==> src/rtl/uart_pkg.sv <==
// Shared UART definitions: frame state encoding, parity modes and default frame parameters.
package uart_pkg;

  typedef enum logic [2:0] {
    StIdle,
    StStart,
    StData,
    StParity,
    StStop
  } uart_state_e;

  localparam int unsigned PARITY_NONE = 0;
  localparam int unsigned PARITY_EVEN = 1;
  localparam int unsigned PARITY_ODD  = 2;

  localparam int unsigned DEFAULT_DATA_BITS    = 8;
  localparam int unsigned DEFAULT_CLKS_PER_BIT = 1;

  // data_xor is the XOR of all data bits; even parity repeats it, odd parity inverts it.
  function automatic logic parity_bit(input logic data_xor, input int unsigned mode);
    return (mode == PARITY_ODD) ? ~data_xor : data_xor;
  endfunction

endpackage

==> src/rtl/uart_tx_if.sv <==
// Parallel word handshake into the UART transmitter.
interface uart_tx_if
  import uart_pkg::*;
#(
  parameter int unsigned DATA_BITS = DEFAULT_DATA_BITS
) ();

  logic [DATA_BITS-1:0] data;
  logic                 valid;
  logic                 ready;

  modport master (output data, output valid, input ready);
  modport slave  (input data, input valid, output ready);

endinterface

==> src/rtl/uart_bit_timer.sv <==
// Bit-period timer: pulses bit_end on the last clk cycle of every serial bit period.
module uart_bit_timer #(
  parameter int unsigned CLKS_PER_BIT = 1
) (
  input  logic clk,
  input  logic reset,
  input  logic clear,
  output logic bit_end
);

  localparam int unsigned CntW = (CLKS_PER_BIT > 1) ? $clog2(CLKS_PER_BIT) : 1;
  localparam logic [CntW-1:0] CntMax = CntW'(CLKS_PER_BIT - 1);

  logic [CntW-1:0] cnt_q, cnt_d;

  // With CLKS_PER_BIT = 1 the counter sits at zero and every cycle ends a period.
  assign bit_end = (cnt_q == CntMax);

  // Next count: wrap at the end of a period, hold at zero while cleared.
  always_comb begin
    cnt_d = cnt_q + CntW'(1);
    if (clear || bit_end) begin
      cnt_d = '0;
    end
  end

  // Count register with synchronous active-low reset.
  always_ff @(posedge clk) begin
    if (!reset) begin
      cnt_q <= '0;
    end else begin
      cnt_q <= cnt_d;
    end
  end

endmodule

==> src/rtl/uart_tx.sv <==
// UART transmitter: start bit, data LSB first, optional parity, stop bit(s); line idles high.
module uart_tx
  import uart_pkg::*;
#(
  parameter int unsigned DATA_BITS    = DEFAULT_DATA_BITS,
  parameter int unsigned CLKS_PER_BIT = DEFAULT_CLKS_PER_BIT,
  parameter int unsigned PARITY       = PARITY_NONE,
  parameter int unsigned STOP_BITS    = 1
) (
  input  logic     clk,
  input  logic     reset,
  uart_tx_if.slave tx,
  output logic     outgoing_data,
  output logic     busy
);

  localparam int unsigned IdxW = (DATA_BITS > 1) ? $clog2(DATA_BITS) : 1;
  localparam logic [IdxW-1:0] LastIdx = IdxW'(DATA_BITS - 1);
  localparam logic LastStop = 1'(STOP_BITS - 1);

  uart_state_e          state_q, state_d;
  logic [DATA_BITS-1:0] shift_q, shift_d;
  logic [IdxW-1:0]      bit_idx_q, bit_idx_d;
  logic                 stop_idx_q, stop_idx_d;
  logic                 parity_q, parity_d;
  logic                 line_q, line_d;
  logic                 bit_end;
  logic                 timer_clear;
  logic                 last_stop;
  logic                 accept;

  // Holding the timer cleared in idle aligns the first period with the accept edge.
  assign timer_clear = (state_q == StIdle);

  uart_bit_timer #(
    .CLKS_PER_BIT(CLKS_PER_BIT)
  ) u_bit_timer (
    .clk    (clk),
    .reset  (reset),
    .clear  (timer_clear),
    .bit_end(bit_end)
  );

  // Final cycle of the final stop period doubles as an accept slot for gapless frames.
  assign last_stop     = (state_q == StStop) && bit_end && (stop_idx_q == LastStop);
  assign tx.ready      = (state_q == StIdle) || last_stop;
  assign accept        = tx.valid && tx.ready;
  assign busy          = (state_q != StIdle);
  assign outgoing_data = line_q;

  // Next-state, datapath and registered line value.
  always_comb begin
    state_d    = state_q;
    shift_d    = shift_q;
    bit_idx_d  = bit_idx_q;
    stop_idx_d = stop_idx_q;
    parity_d   = parity_q;

    unique case (state_q)
      StIdle: ;
      StStart: begin
        if (bit_end) begin
          state_d   = StData;
          bit_idx_d = '0;
        end
      end
      StData: begin
        if (bit_end) begin
          if (bit_idx_q == LastIdx) begin
            state_d    = (PARITY != PARITY_NONE) ? StParity : StStop;
            stop_idx_d = 1'b0;
          end else begin
            shift_d   = shift_q >> 1;
            bit_idx_d = bit_idx_q + IdxW'(1);
          end
        end
      end
      StParity: begin
        if (bit_end) begin
          state_d    = StStop;
          stop_idx_d = 1'b0;
        end
      end
      StStop: begin
        if (bit_end) begin
          if (stop_idx_q == LastStop) begin
            state_d = StIdle;
          end else begin
            stop_idx_d = stop_idx_q + 1'b1;
          end
        end
      end
      default: state_d = StIdle;
    endcase

    // Accept only happens in idle or the last stop cycle; it overrides the stop->idle move.
    if (accept) begin
      state_d    = StStart;
      shift_d    = tx.data;
      parity_d   = parity_bit(^tx.data, PARITY);
      bit_idx_d  = '0;
      stop_idx_d = 1'b0;
    end

    unique case (state_d)
      StIdle:   line_d = 1'b1;
      StStart:  line_d = 1'b0;
      StData:   line_d = shift_d[0];
      StParity: line_d = parity_d;
      StStop:   line_d = 1'b1;
      default:  line_d = 1'b1;
    endcase
  end

  // State and datapath registers; reset aborts any frame and drives the line high.
  always_ff @(posedge clk) begin
    if (!reset) begin
      state_q    <= StIdle;
      shift_q    <= '0;
      bit_idx_q  <= '0;
      stop_idx_q <= 1'b0;
      parity_q   <= 1'b0;
      line_q     <= 1'b1;
    end else begin
      state_q    <= state_d;
      shift_q    <= shift_d;
      bit_idx_q  <= bit_idx_d;
      stop_idx_q <= stop_idx_d;
      parity_q   <= parity_d;
      line_q     <= line_d;
    end
  end

endmodule

==> src/flat_wrapper.sv <==
// flat-port wrapper written by rule: the top's interface ports become plain ports
module uart_tx_flat import uart_pkg::*;
#(
  parameter int unsigned DATA_BITS    = DEFAULT_DATA_BITS,
  parameter int unsigned CLKS_PER_BIT = DEFAULT_CLKS_PER_BIT,
  parameter int unsigned PARITY       = PARITY_NONE,
  parameter int unsigned STOP_BITS    = 1
)
  (clk, reset, outgoing_data, busy, tx_data, tx_valid, tx_ready);
  uart_tx_if #(.DATA_BITS(DATA_BITS)) tx_i ();
  input  logic clk;
  input  logic reset;
  output logic outgoing_data;
  output logic busy;
  input wire logic [$bits(tx_i.data)-1:0] tx_data;
  input wire logic [$bits(tx_i.valid)-1:0] tx_valid;
  output wire logic [$bits(tx_i.ready)-1:0] tx_ready;
  assign tx_i.data = tx_data;
  assign tx_i.valid = tx_valid;
  assign tx_ready = tx_i.ready;
  uart_tx #(.DATA_BITS(DATA_BITS), .CLKS_PER_BIT(CLKS_PER_BIT), .PARITY(PARITY), .STOP_BITS(STOP_BITS)) u_core (.clk(clk), .reset(reset), .tx(tx_i), .outgoing_data(outgoing_data), .busy(busy));
endmodule
==> config.mk <==
export PLATFORM = sky130hd
export DESIGN_NAME = uart_tx_flat
export DESIGN_NICKNAME = d
export VERILOG_FILES = /design/src/rtl/uart_pkg.sv /design/src/rtl/uart_tx_if.sv /design/src/rtl/uart_bit_timer.sv /design/src/rtl/uart_tx.sv /design/src/flat_wrapper.sv
export SDC_FILE = /design/constraint.sdc
export NUM_CORES = 1
export LEC_CHECK = 0
export BUFFER_PORTS_ARGS = -buffer_cell sky130_fd_sc_hd__buf_2
export CORE_MARGIN = 3
export CORE_UTILIZATION = 60
export CTS_BUF_LIST = sky130_fd_sc_hd__clkbuf_8
export CTS_CLUSTER_SIZE = 40
export DETAILED_ROUTE_END_ITERATION = 16
export PLACE_DENSITY = 0.93
export SYNTH_ARGS = -nofsm -noshare
export SYNTH_HDL_FRONTEND = slang
export SYNTH_SLANG_ARGS = --single-unit
==> constraint.sdc <==
create_clock -name clk -period 4.24 [get_ports clk]
set_input_delay 0.212 -clock clk [delete_from_list [all_inputs] [get_ports clk]]
set_output_delay 0.212 -clock clk [all_outputs]
set_load 0.01 [all_outputs]
==> run summary, run 1 <==
CELLS AND AREA
---------------------------------------------------------------------------------
Layout Area Growth over Synthesis                                           11.6%
Final cell area excluding filler cells                                    998 um2
Net count, final                                                              124
Antenna Diode Count                                                             0
Count of non-filler cells in the finished layout                              125
Proportion of layout cells with a drive suffix above 1                      17.3%

GRT
---------------------------------------------------------------------------------
Met1 global-route usage                                                     25.2%
GR peak layer                                                                met2
Antenna violations before repair                                                0
GR met2 Demand/Resource                                                     39.0%
Via count of the first global-routing pass                                    746
Global-route wire length before repair                                    3.24 mm
Routing usage on met3                                                       4.07%
Maximum number of pins on one net before global-route repair                   15
Total congestion overflow after global routing                                  0
All-Layer GR Usage                                                          22.6%

WORST SETUP PATH
---------------------------------------------------------------------------------
Critical Path Max Stage Delay                                             0.69 ns
Critical setup path kind                                             flip-flop to flip-flop
Type of destination of the critical path                                flip-flop
WP buf/inv                                                                      0
Worst path required time                                                  4.38 ns
Slowest CP cell                                                      sky130_fd_sc_hd__or4_1
Crit Path Max Fanout                                                            5
Cell breakdown of the critical path                                  ha_1, ha_1, or4_1, a2111oi_2, o211ai_1
Largest delay contributor family on the critical path                simple AND/OR/NAND/NOR gates
Most frequent cell on the critical path                              sky130_fd_sc_hd__ha_1
Critical path launch point type                                         flip-flop
CP Data Arrival Time                                                      2.24 ns

TIMING
---------------------------------------------------------------------------------
Setup repair after global routing missed its margin                            no
Tightest slew margin relative to the limit                                  63.8%
Shortest period the worst path allows                                     2.10 ns
Ratio of final minimum period to clock period                               49.6%
Number of endpoints with negative hold slack in the final report                0
Maximum achievable frequency                                              476 MHz
Max-slew violation count                                                        0
Setup TNS                                                                    0 ns
Count of final setup violators                                                  0
Clk_skew                                                               0.00599 ns
Transition time at the pin with the least slew margin                    0.539 ns
Worst hold slack after final layout                                      0.227 ns

YOSYS
---------------------------------------------------------------------------------
Seq cells post-synth                                                           17
Simple-gate area share of the yosys netlist                                 20.0%
Top_reg_cell synth                                                   sky130_fd_sc_hd__dfxtp_1
Sequential share of the synthesized area                                    38.0%
Syn. warnings                                                                   0
FFs w/ async S/R, synth                                                        0%
Synthesized area divided by synthesized cell count                       9.13 um2
Netlist cell types                                                             33
Area share of the leading cell type in the synthesized netlist              38.0%
Xor/xnor share of the synthesized area                                      6.85%
Adder and majority cell fraction of the synthesized area                    2.80%
Top-count cell post-synth                                            sky130_fd_sc_hd__dfxtp_1
Share of synthesized area spent on multiplexers                             7.83%
Largest family of logic cells by synthesized area                    simple AND/OR/NAND/NOR gates
Area leader, netlist                                                 sky130_fd_sc_hd__dfxtp_1
Area fraction in compound gates after synthesis                             19.6%
Leading post-synthesis cells by cell area                            sky130_fd_sc_hd__dfxtp_1, sky130_fd_sc_hd__mux2i_1, sky130_fd_sc_hd__a211oi_1, sky130_fd_sc_hd__xnor2_1, sky130_fd_sc_hd__nor2_1
Cell area after technology mapping                                        895 um2
Most numerous cell types in the synthesized netlist                  sky130_fd_sc_hd__dfxtp_1, sky130_fd_sc_hd__nor2_1, sky130_fd_sc_hd__a211oi_1, sky130_fd_sc_hd__mux2i_1, sky130_fd_sc_hd__xnor2_1
Post-synth EDFFs                                                                0
Mapped Cells                                                                   98
Syn nets                                                                      111

DRT
---------------------------------------------------------------------------------
Drt total wl                                                              1.81 mm
Count of TritonRoute iterations in the first routing pass                       4
Violation count after the first detailed-route iteration                       14
DR vias/cell                                                                 5.94
Antenna viol nets, final                                                        0
DRC errors left                                                                 0
Vias after detailed routing                                                   742
Detailed-route wire length per cell                                       14.5 um

RUN STATUS
---------------------------------------------------------------------------------
Outcome                                                                 completed

POWER
---------------------------------------------------------------------------------
Total leakage power                                                      0.399 nW
Pwr dens                                                               368 nW/um2
Worst IR drop on VDD                                                       224 uV

PLACED DESIGN
---------------------------------------------------------------------------------
Post-Place Cell Area                                                      953 um2
Number of placed instances with taps included                                 121
Port Buffer Count                                                              13
GP Congestion                                                               0.786
DP Wirelength                                                             1.34 mm

CTS
---------------------------------------------------------------------------------
H-tree depth                                                                    1
Count of hold buffers inserted by post-cts repair                               0
Inserted Clock Buffers                                                          3
Number of gates resized after CTS                                               0
Post-CTS setup buffers                                                          0
Source-to-sink clock delay at the later pin of the worst-skew pair        0.25 ns
Register clock-pin slew on the reported worst setup and hold paths        0.07 ns
Sinks on the clock net                                                         17
Buffer levels on the longest clock path                                         2
Clock tree from TritonCTS                                                     yes
Cell at the root of the clock tree                                   sky130_fd_sc_hd__clkbuf_8

FLOORPLANNING
---------------------------------------------------------------------------------
DIE AREA                                                                 1990 um2
Horizontal extent of the die                                              44.6 um
Row Count                                                                      13
Area of the placeable core                                               1350 um2
Initial Utilization                                                         66.3%
Die span in y                                                             44.6 um
Top-level port count                                                           14

WORST HOLD PATH
---------------------------------------------------------------------------------
Path class of the lowest-slack min-delay path                        primary input to flip-flop

FLOW RUN
---------------------------------------------------------------------------------
Max-capacitance violation count                                                 0

-- stage by stage --
step,util [%],setup slack [ns],power (W)
finish,74.0,2.14,0.000368
global placement,70.6,2.20,0.000250
detailed placement,70.6,2.15,0.000253
floorplan,-,2.27,0.000234
global route,74.0,2.07,0.000386
CTS,74.0,2.13,0.000369
-- sequential cells by signal, indices dropped and copies added, names as in the netlist --
signal,count
u_core.state_q,3
u_core.u_bit_timer.cnt_q,1
u_core.parity_q,1
u_core.bit_idx_q,3
u_core.outgoing_data,1
u_core.shift_q,8
-- per-layer routing --
| metal | wire, um | vias to the layer above |
|---|---|---|
| met3 | 59 | 7 |
| li1 | - | 371 |
| met2 | 940 | 21 |
| met1 | 762 | 343 |
| met4 | 46 | 0 |
| met5 | 0 | - |
-- logic make-up after synthesis --
logic type / Yosys count
flops: 17
mux: 7
fa+ha+maj: 2
buf+inv: 9
compound gates: 24
xor+xnor: 7
simple gates: 31
other cells: 1
-- cells in the final DEF, fill, tap and decap left out, drive strengths merged, types with 2 or more instances in the layout --
| cell | instances |
|---|---|
| dfxtp | 17 |
| buf | 13 |
| nor2 | 12 |
| a211oi | 9 |
| mux2i | 7 |
| xnor2 | 7 |
| nand2 | 5 |
| inv | 4 |
| o21ai | 4 |
| and2 | 3 |
| a21oi | 3 |
| clkbuf | 3 |
| nor3b | 2 |
| a22oi | 2 |
| ha | 2 |
-- final timing paths --
kind	start	endpoint	slack, ns	cells past startpoint
max	u_core.bit_idx_q[0]	u_core.outgoing_data	2.14	5
min	tx_data[7]	u_core.shift_q[7]	0.23	3
max reg2reg	u_core.bit_idx_q[0]	u_core.outgoing_data	2.14	5
min reg2reg	u_core.shift_q[7]	u_core.shift_q[7]	0.49	2
-- worst reg2reg max path: cells and delay by family (launching register included) --
family | cells | cell delay, ns
and+or+nand+nor | 1 | 0.69
AOI/OAI and AO/OA | 2 | 0.51
adders and majority gates | 2 | 0.46
DFF | 1 | 0.33
-- where the power goes --
group	switching, W	internal, W	leakage, nW
Combinational	0.0000341	0.0000314	0.233
Clock	0.0000536	0.0000642	0.0269
Sequential	0.0000122	0.000172	0.140
Total	0.0000998	0.000268	0.399
-- layout make-up --
cell class	instances	area (um2)
clock buffer	3	41.3
clock inverter	1	3.75
fill	104	352
inverter	4	15.0
multi-input combinational	72	514
sequential	17	340
tap	15	18.8
timing repair buffer	13	65.1
(Power assumes the default switching activity.)
==> inputs of run 2 (changes only) <==
--- a/config.mk
+++ b/config.mk
@@ -7,11 +7,11 @@
 export LEC_CHECK = 0
 export BUFFER_PORTS_ARGS = -buffer_cell sky130_fd_sc_hd__buf_2
 export CORE_MARGIN = 3
-export CORE_UTILIZATION = 60
+export CORE_UTILIZATION = 57
 export CTS_BUF_LIST = sky130_fd_sc_hd__clkbuf_8
 export CTS_CLUSTER_SIZE = 40
 export DETAILED_ROUTE_END_ITERATION = 16
-export PLACE_DENSITY = 0.93
+export PLACE_DENSITY = 0.89
 export SYNTH_ARGS = -nofsm -noshare
 export SYNTH_HDL_FRONTEND = slang
 export SYNTH_SLANG_ARGS = --single-unit
==> constraint.sdc (replaced) <==
create_clock -name clk -period 2 [get_ports clk]
set_input_delay 0.1 -clock clk [delete_from_list [all_inputs] [get_ports clk]]
set_output_delay 0.1 -clock clk [all_outputs]
set_load 0.01 [all_outputs]
==> run 2 against run 1 <==
Final area up 4.4%; first-iteration DRC count rose by 29%; global-route usage rose by 0.29 points; flip-flop and latch count did not move; maximum frequency up 12%; register-to-register slack got worse by 2.0 ns; utilization up 1.4 points; routed wire length is 3.4% higher; sequential share of layout area decreased by 1.4 points; sequential power increased by 110%; largest cell class unchanged.
==> run summary, run 2 (synthesis results as in run 1) <==
TIMING
----------------------------------------------------------------------------------
Max-slew violation count                                                         0   unchanged
Setup TNS                                                                     0 ns   unchanged
Setup repair after global routing missed its margin                             no
Number of endpoints with negative hold slack in the final report                 0   unchanged
Tightest slew margin relative to the limit                                   66.3%   +2.5 points
Maximum achievable frequency                                               531 MHz   +12%
Shortest period the worst path allows                                      1.88 ns   -0.219 ns
Transition time at the pin with the least slew margin                     0.501 ns   -0.0381 ns
Count of final setup violators                                                   0   unchanged
Clk_skew                                                                0.00199 ns   -0.00400 ns
Ratio of final minimum period to clock period                                94.2%   +45 points

GRT
----------------------------------------------------------------------------------
Via count of the first global-routing pass                                     719   -3.6%
Total congestion overflow after global routing                                   0   unchanged
Maximum number of pins on one net before global-route repair                    15   unchanged
Antenna violations before repair                                                 0   unchanged
Global-route wire length before repair                                     3.27 mm   +0.83%
All-Layer GR Usage                                                           22.9%   +0.29 points

DRT
----------------------------------------------------------------------------------
Detailed-route wire length per cell                                        14.4 um   -0.60%
Violation count after the first detailed-route iteration                        18   +4
Vias after detailed routing                                                    761   +2.6%
Antenna viol nets, final                                                         0   unchanged
DR vias/cell                                                                  5.85   -1.4%
DRC errors left                                                                  0   unchanged
Drt total wl                                                               1.87 mm   +3.4%
Count of TritonRoute iterations in the first routing pass                        4   unchanged

CELLS AND AREA
----------------------------------------------------------------------------------
Most common library cell in the layout ignoring fill and taps         sky130_fd_sc_hd__dfxtp_1
Register with the most flip-flops                                     u_core.shift_q
Commonest cells after routing, fill and taps aside                    sky130_fd_sc_hd__dfxtp_1, sky130_fd_sc_hd__buf_2, sky130_fd_sc_hd__nor2_1
Layout Area Growth over Synthesis                                            16.5%
Antenna Diode Count                                                              0   unchanged
Flip-flop count of the largest register, all copies and words added              8   unchanged
Area of the multi-input gates                                              520 um2   +1.2%
Fillers                                                                         93   -11%
Largest registers                                                     u_core.shift_q (8), u_core.bit_idx_q (3), u_core.state_q (3)
Net count, final                                                               129   +4.0%
Register area                                                              340 um2   unchanged
Proportion of layout cells with a drive suffix above 1                       21.7%   +4.5 points

FLOORPLANNING
----------------------------------------------------------------------------------
DIE AREA                                                                  2080 um2   +4.5%
Row Count                                                                       13   unchanged
Die span in y                                                              45.6 um   +2.2%
Horizontal extent of the die                                               45.6 um   +2.2%
Top-level port count                                                            14   unchanged
Initial Utilization                                                          64.7%   -1.6 points
Area of the placeable core                                                1380 um2   +2.4%

WORST SETUP PATH
----------------------------------------------------------------------------------
Crit Path Max Fanout                                                             2   -3
Slowest CP cell                                                       sky130_fd_sc_hd__or4_1
Critical Path Max Stage Delay                                              0.56 ns   -0.13 ns
Cell breakdown of the critical path                                   ha_1, ha_1, or4_1, a2111oi_2, o211ai_1
Critical setup path kind                                              flip-flop to flip-flop
Worst path required time                                                   2.14 ns   -2.24 ns
Most frequent cell on the critical path                               sky130_fd_sc_hd__ha_1
Largest delay contributor family on the critical path                 simple AND/OR/NAND/NOR gates
CP Data Arrival Time                                                       2.02 ns   -0.22 ns
WP buf/inv                                                                       0   unchanged
Type of destination of the critical path                                 flip-flop
Critical path launch point type                                          flip-flop
Worst r2r path cells                                                             5   unchanged
WP depth                                                                         5   unchanged

POWER
----------------------------------------------------------------------------------
P_sw                                                                    0.000219 W   +120%
Proportion of power drawn by combinational gates                             19.2%   +1.4 points
Power share of the clock group                                               32.2%   +0.2 points
Pwr dens                                                                761 nW/um2   +110%
Total Power Consumption                                                 0.000794 W   +120%
Total leakage power                                                       0.425 nW   +6.4%
Net switching share of the total power                                       27.6%   +0.42 points
Worst IR drop on VDD                                                        684 uV   +210%
Internal Power                                                          0.000575 W   +110%
Register share of total power                                                48.6%   -1.5 points

WORST HOLD PATH
----------------------------------------------------------------------------------
Path class of the lowest-slack min-delay path                         primary input to flip-flop
Cell depth of the worst min-delay path                                           3   unchanged

PLACED DESIGN
----------------------------------------------------------------------------------
DP Wirelength                                                              1.37 mm   +2.3%
Port Buffer Count                                                               13   unchanged
GP Congestion                                                                0.811   +3.3%

CTS
----------------------------------------------------------------------------------
Source-to-sink clock delay at the later pin of the worst-skew pair         0.26 ns   about the same
Register clock-pin slew on the reported worst setup and hold paths         0.06 ns   about the same
Post-CTS setup buffers                                                           0   unchanged
Number of gates resized after CTS                                                0   unchanged
Cell at the root of the clock tree                                    sky130_fd_sc_hd__clkbuf_8
Buffer levels on the longest clock path                                          2   unchanged
Count of hold buffers inserted by post-cts repair                                0   unchanged
H-tree depth                                                                     1   unchanged
Sinks on the clock net                                                          17   unchanged
Clock tree from TritonCTS                                                      yes
Inserted Clock Buffers                                                           3   unchanged

RUN STATUS
----------------------------------------------------------------------------------
Outcome                                                                  completed

FLOW RUN
----------------------------------------------------------------------------------
Max-capacitance violation count                                                  0   unchanged

-- run 2: worst paths after layout --
kind / start / end / slack (ns)
setup / recovery: u_core.bit_idx_q[0] / u_core.outgoing_data / 0.12
hold / removal: tx_data[7] / u_core.shift_q[7] / 0.11
setup reg to reg: u_core.bit_idx_q[0] / u_core.outgoing_data / 0.12
hold reg to reg: u_core.shift_q[7] / u_core.shift_q[7] / 0.48
-- run 2: final cells by class --
| cell class | instances | area share, % |
|---|---|---|
| Timing Repair Buffer | 18 | 9.84 |
| Sequential cell | 17 | 32.7 |
| Tap cell | 15 | 1.80 |
| Clock inverter | 1 | 0.360 |
| Clock buffer | 3 | 3.96 |
| Inverter | 4 | 1.44 |
| Multi-Input combinational cell | 72 | 49.9 |
-- run 2: stage by stage --
step           hold slack, ns  instances  setup slack [ns]  instance area, um2  util (%)
6_report                0.107        130             0.116                1040      75.4
5_1_grt                 0.121        130            0.0211                1040      75.4
4_1_cts                0.0991        130             0.114                1040      74.9
3_5_place_dp            0.370        126             0.117                 991      71.7
3_3_place_gp            0.366        126             0.173                 991      71.7
2_1_floorplan           0.222         98            0.0334                 895         -
-- run 2: per-layer routing --
metal / global-route usage [%] / wire [um] / vias up
li1: - / - / 382
met1: 29.9 / 848 / 356
met2: 33.1 / 883 / 20
met3: 8.30 / 105 / 3
met4: 10.5 / 32 / 0
met5: 0 / 0 / -
-- run 2: worst register-to-register path, delay by kind of cell (launching register included) --
family                     cells  cell delay, ns
and+or+nand+nor                1            0.56
AOI/OAI and AO/OA              2            0.50
DFF                            1            0.32
adders and majority gates      2            0.39
-- run 2: power by group through the flow --
stage,Combinational [W],Clock (W),Sequential [W]
3_3_place_gp,0.000145,0,0.000392
4_1_cts,0.000151,0.000259,0.000385
2_1_floorplan,0.000113,0,0.000384
3_5_place_dp,0.000149,0,0.000393
5_1_grt,0.000170,0.000276,0.000389
6_report,0.000152,0.000255,0.000386
==> inputs of run 3 (changes only) <==
--- a/config.mk
+++ b/config.mk
@@ -7,11 +7,12 @@
 export LEC_CHECK = 0
 export BUFFER_PORTS_ARGS = -buffer_cell sky130_fd_sc_hd__buf_2
 export CORE_MARGIN = 3
-export CORE_UTILIZATION = 57
+export CORE_UTILIZATION = 35
 export CTS_BUF_LIST = sky130_fd_sc_hd__clkbuf_8
 export CTS_CLUSTER_SIZE = 40
 export DETAILED_ROUTE_END_ITERATION = 16
-export PLACE_DENSITY = 0.89
+export PLACE_DENSITY = 0.63
 export SYNTH_ARGS = -nofsm -noshare
 export SYNTH_HDL_FRONTEND = slang
 export SYNTH_SLANG_ARGS = --single-unit
+export TNS_END_PERCENT = 30
==> run 3 against run 2 <==
Final cell count grew 10%; critical path depth is the same; critical endpoint unchanged; utilization shrank 29 points.
==> run summary, run 3 (synthesis results as in run 1) <==
WORST SETUP PATH
----------------------------------------------------------------------------------
CP Data Arrival Time                                                       2.04 ns   +0.02 ns
Critical path launch point type                                          flip-flop
Critical setup path kind                                              flip-flop to flip-flop
Crit Path Max Fanout                                                             2   unchanged
Critical Path Max Stage Delay                                              0.57 ns   about the same
Cell breakdown of the critical path                                   ha_1, ha_1, or4_4, a2111oi_4, o211ai_1
Worst path required time                                                   2.14 ns   about the same
Type of destination of the critical path                                 flip-flop
Most frequent cell on the critical path                               sky130_fd_sc_hd__ha_1
WP buf/inv                                                                       0   unchanged
Slowest CP cell                                                       sky130_fd_sc_hd__or4_4
Largest delay contributor family on the critical path                 simple AND/OR/NAND/NOR gates

FLOORPLANNING
----------------------------------------------------------------------------------
Area of the placeable core                                                2320 um2   +68%
Die span in y                                                              56.6 um   +24%
Horizontal extent of the die                                               56.6 um   +24%
DIE AREA                                                                  3200 um2   +54%
Row Count                                                                       17   +4
Initial Utilization                                                          38.6%   -26 points
Top-level port count                                                            14   unchanged

CELLS AND AREA
----------------------------------------------------------------------------------
Commonest cells after routing, fill and taps aside                    sky130_fd_sc_hd__dfxtp_1, sky130_fd_sc_hd__buf_2, sky130_fd_sc_hd__nor2_1
Layout Area Growth over Synthesis                                            20.1%
Flip-flop count of the largest register, all copies and words added              8   unchanged
Most common library cell in the layout ignoring fill and taps         sky130_fd_sc_hd__dfxtp_1
Antenna Diode Count                                                              0   unchanged
Net count, final                                                               129   unchanged
Register with the most flip-flops                                     u_core.shift_q
Proportion of layout cells with a drive suffix above 1                       22.6%   +0.87 points
Largest registers                                                     u_core.shift_q (8), u_core.bit_idx_q (3), u_core.state_q (3)

DRT
----------------------------------------------------------------------------------
Violation count after the first detailed-route iteration                         5   -13
DRC errors left                                                                  0   unchanged
Drt total wl                                                               1.91 mm   +2.4%
DR vias/cell                                                                  5.37   -8.3%
Antenna viol nets, final                                                         0   unchanged
Detailed-route wire length per cell                                        13.4 um   -6.9%
Vias after detailed routing                                                    768   +0.92%
Count of TritonRoute iterations in the first routing pass                        4   unchanged

CTS
----------------------------------------------------------------------------------
H-tree depth                                                                     1   unchanged
Post-CTS setup buffers                                                           0   unchanged
Cell at the root of the clock tree                                    sky130_fd_sc_hd__clkbuf_8
Count of hold buffers inserted by post-cts repair                                0   unchanged
Register clock-pin slew on the reported worst setup and hold paths         0.07 ns   about the same
Sinks on the clock net                                                          17   unchanged
Inserted Clock Buffers                                                           3   unchanged
Source-to-sink clock delay at the later pin of the worst-skew pair         0.26 ns   about the same
Clock tree from TritonCTS                                                      yes
Buffer levels on the longest clock path                                          2   unchanged

TIMING
----------------------------------------------------------------------------------
Number of endpoints with negative hold slack in the final report                 0   unchanged
Worst hold slack after final layout                                      0.0999 ns   -0.00752 ns
Count of final setup violators                                                   0   unchanged
Shortest period the worst path allows                                      1.90 ns   +0.0126 ns
Clk_skew                                                                0.00700 ns   +0.00501 ns
Max-slew violation count                                                         0   unchanged
Ratio of final minimum period to clock period                                94.8%   +0.63 points
Setup TNS                                                                     0 ns   unchanged
Maximum achievable frequency                                               527 MHz   -0.66%

PLACED DESIGN
----------------------------------------------------------------------------------
Port Buffer Count                                                               13   unchanged
GP Congestion                                                                0.767   -5.4%
DP Wirelength                                                              1.38 mm   +0.98%

RUN STATUS
----------------------------------------------------------------------------------
Outcome                                                                  completed

GRT
----------------------------------------------------------------------------------
Antenna violations before repair                                                 0   unchanged
Total congestion overflow after global routing                                   0   unchanged
All-Layer GR Usage                                                           12.9%   -10 points
Global-route wire length before repair                                     3.27 mm   unchanged
Maximum number of pins on one net before global-route repair                    15   unchanged
Via count of the first global-routing pass                                     755   +5.0%

POWER
----------------------------------------------------------------------------------
Total leakage power                                                       0.429 nW   +0.77%
Pwr dens                                                                747 nW/um2   -1.9%
Worst IR drop on VDD                                                        477 uV   -30%
Total Power Consumption                                                 0.000803 W   +1.2%

FLOW RUN
----------------------------------------------------------------------------------
Max-capacitance violation count                                                  0   unchanged

WORST HOLD PATH
----------------------------------------------------------------------------------
Path class of the lowest-slack min-delay path                         primary input to flip-flop

run 3: cell counts in the layout (fill, tap and decap cells not counted):
Identical to the previous run, type by type.
run 3: final timing paths:
kind | from | slack (ns) | cells after the start | to
hold / removal | tx_data[0] | 0.1 | 3 | u_core.shift_q[0]
setup reg to reg | u_core.bit_idx_q[0] | 0.10 | 5 | u_core.outgoing_data
hold reg to reg | u_core.shift_q[7] | 0.48 | 2 | u_core.shift_q[7]
setup / recovery | u_core.bit_idx_q[0] | 0.10 | 5 | u_core.outgoing_data
run 3: per-layer routing:
| layer | up-vias | global-route usage [%] | part of all wire, % |
|---|---|---|---|
| met1 | 364 | 15.1 | 46 |
| met4 | 0 | 5.08 | 0.94 |
| met5 | - | 0 | 0 |
| met2 | 16 | 21.0 | 47 |
| met3 | 4 | 5.06 | 5.9 |
| li1 | 384 | - | - |
run 3: tightest hold or removal path: stages:
cell and delay [ns]:
sky130_fd_sc_hd__buf_2 0.11, sky130_fd_sc_hd__inv_1 0.05, sky130_fd_sc_hd__a211oi_1 0.05
run 3: what timing repair did:
item | 4_1_cts | 5_1_grt
endpoints found under the hold margin | 0 | 0
endpoints found under the setup margin | 0 | 2
resized for setup | 0 | 3
run 3: final cells by class:
type / instances / area, um2
flip-flops and latches: 17 / 340
clock buffers: 3 / 41.3
inverters: 4 / 15.0
multi-input cells: 72 / 537
repair buffers: 18 / 103
well taps: 28 / 35.0
fillers: 221 / 1240
clock inverters: 1 / 3.75
run 3: metrics by stage:
step	worst slack, ns	cell area, um2	std cells	util, %
6_report	0.104	1070	143	46.4
3_3_place_gp	0.160	1010	139	43.4
2_1_floorplan	0.0334	895	98	-
3_5_place_dp	0.134	1010	139	43.4
5_1_grt	-0.000912	1070	143	46.4
4_1_cts	0.100	1050	143	45.4
run 3: where the power goes:
group          total (W)  switching [W]  internal, W
clock network   0.000259       0.000122     0.000136
registers       0.000386      0.0000210     0.000365
logic           0.000158      0.0000827    0.0000754
total           0.000803       0.000226     0.000577
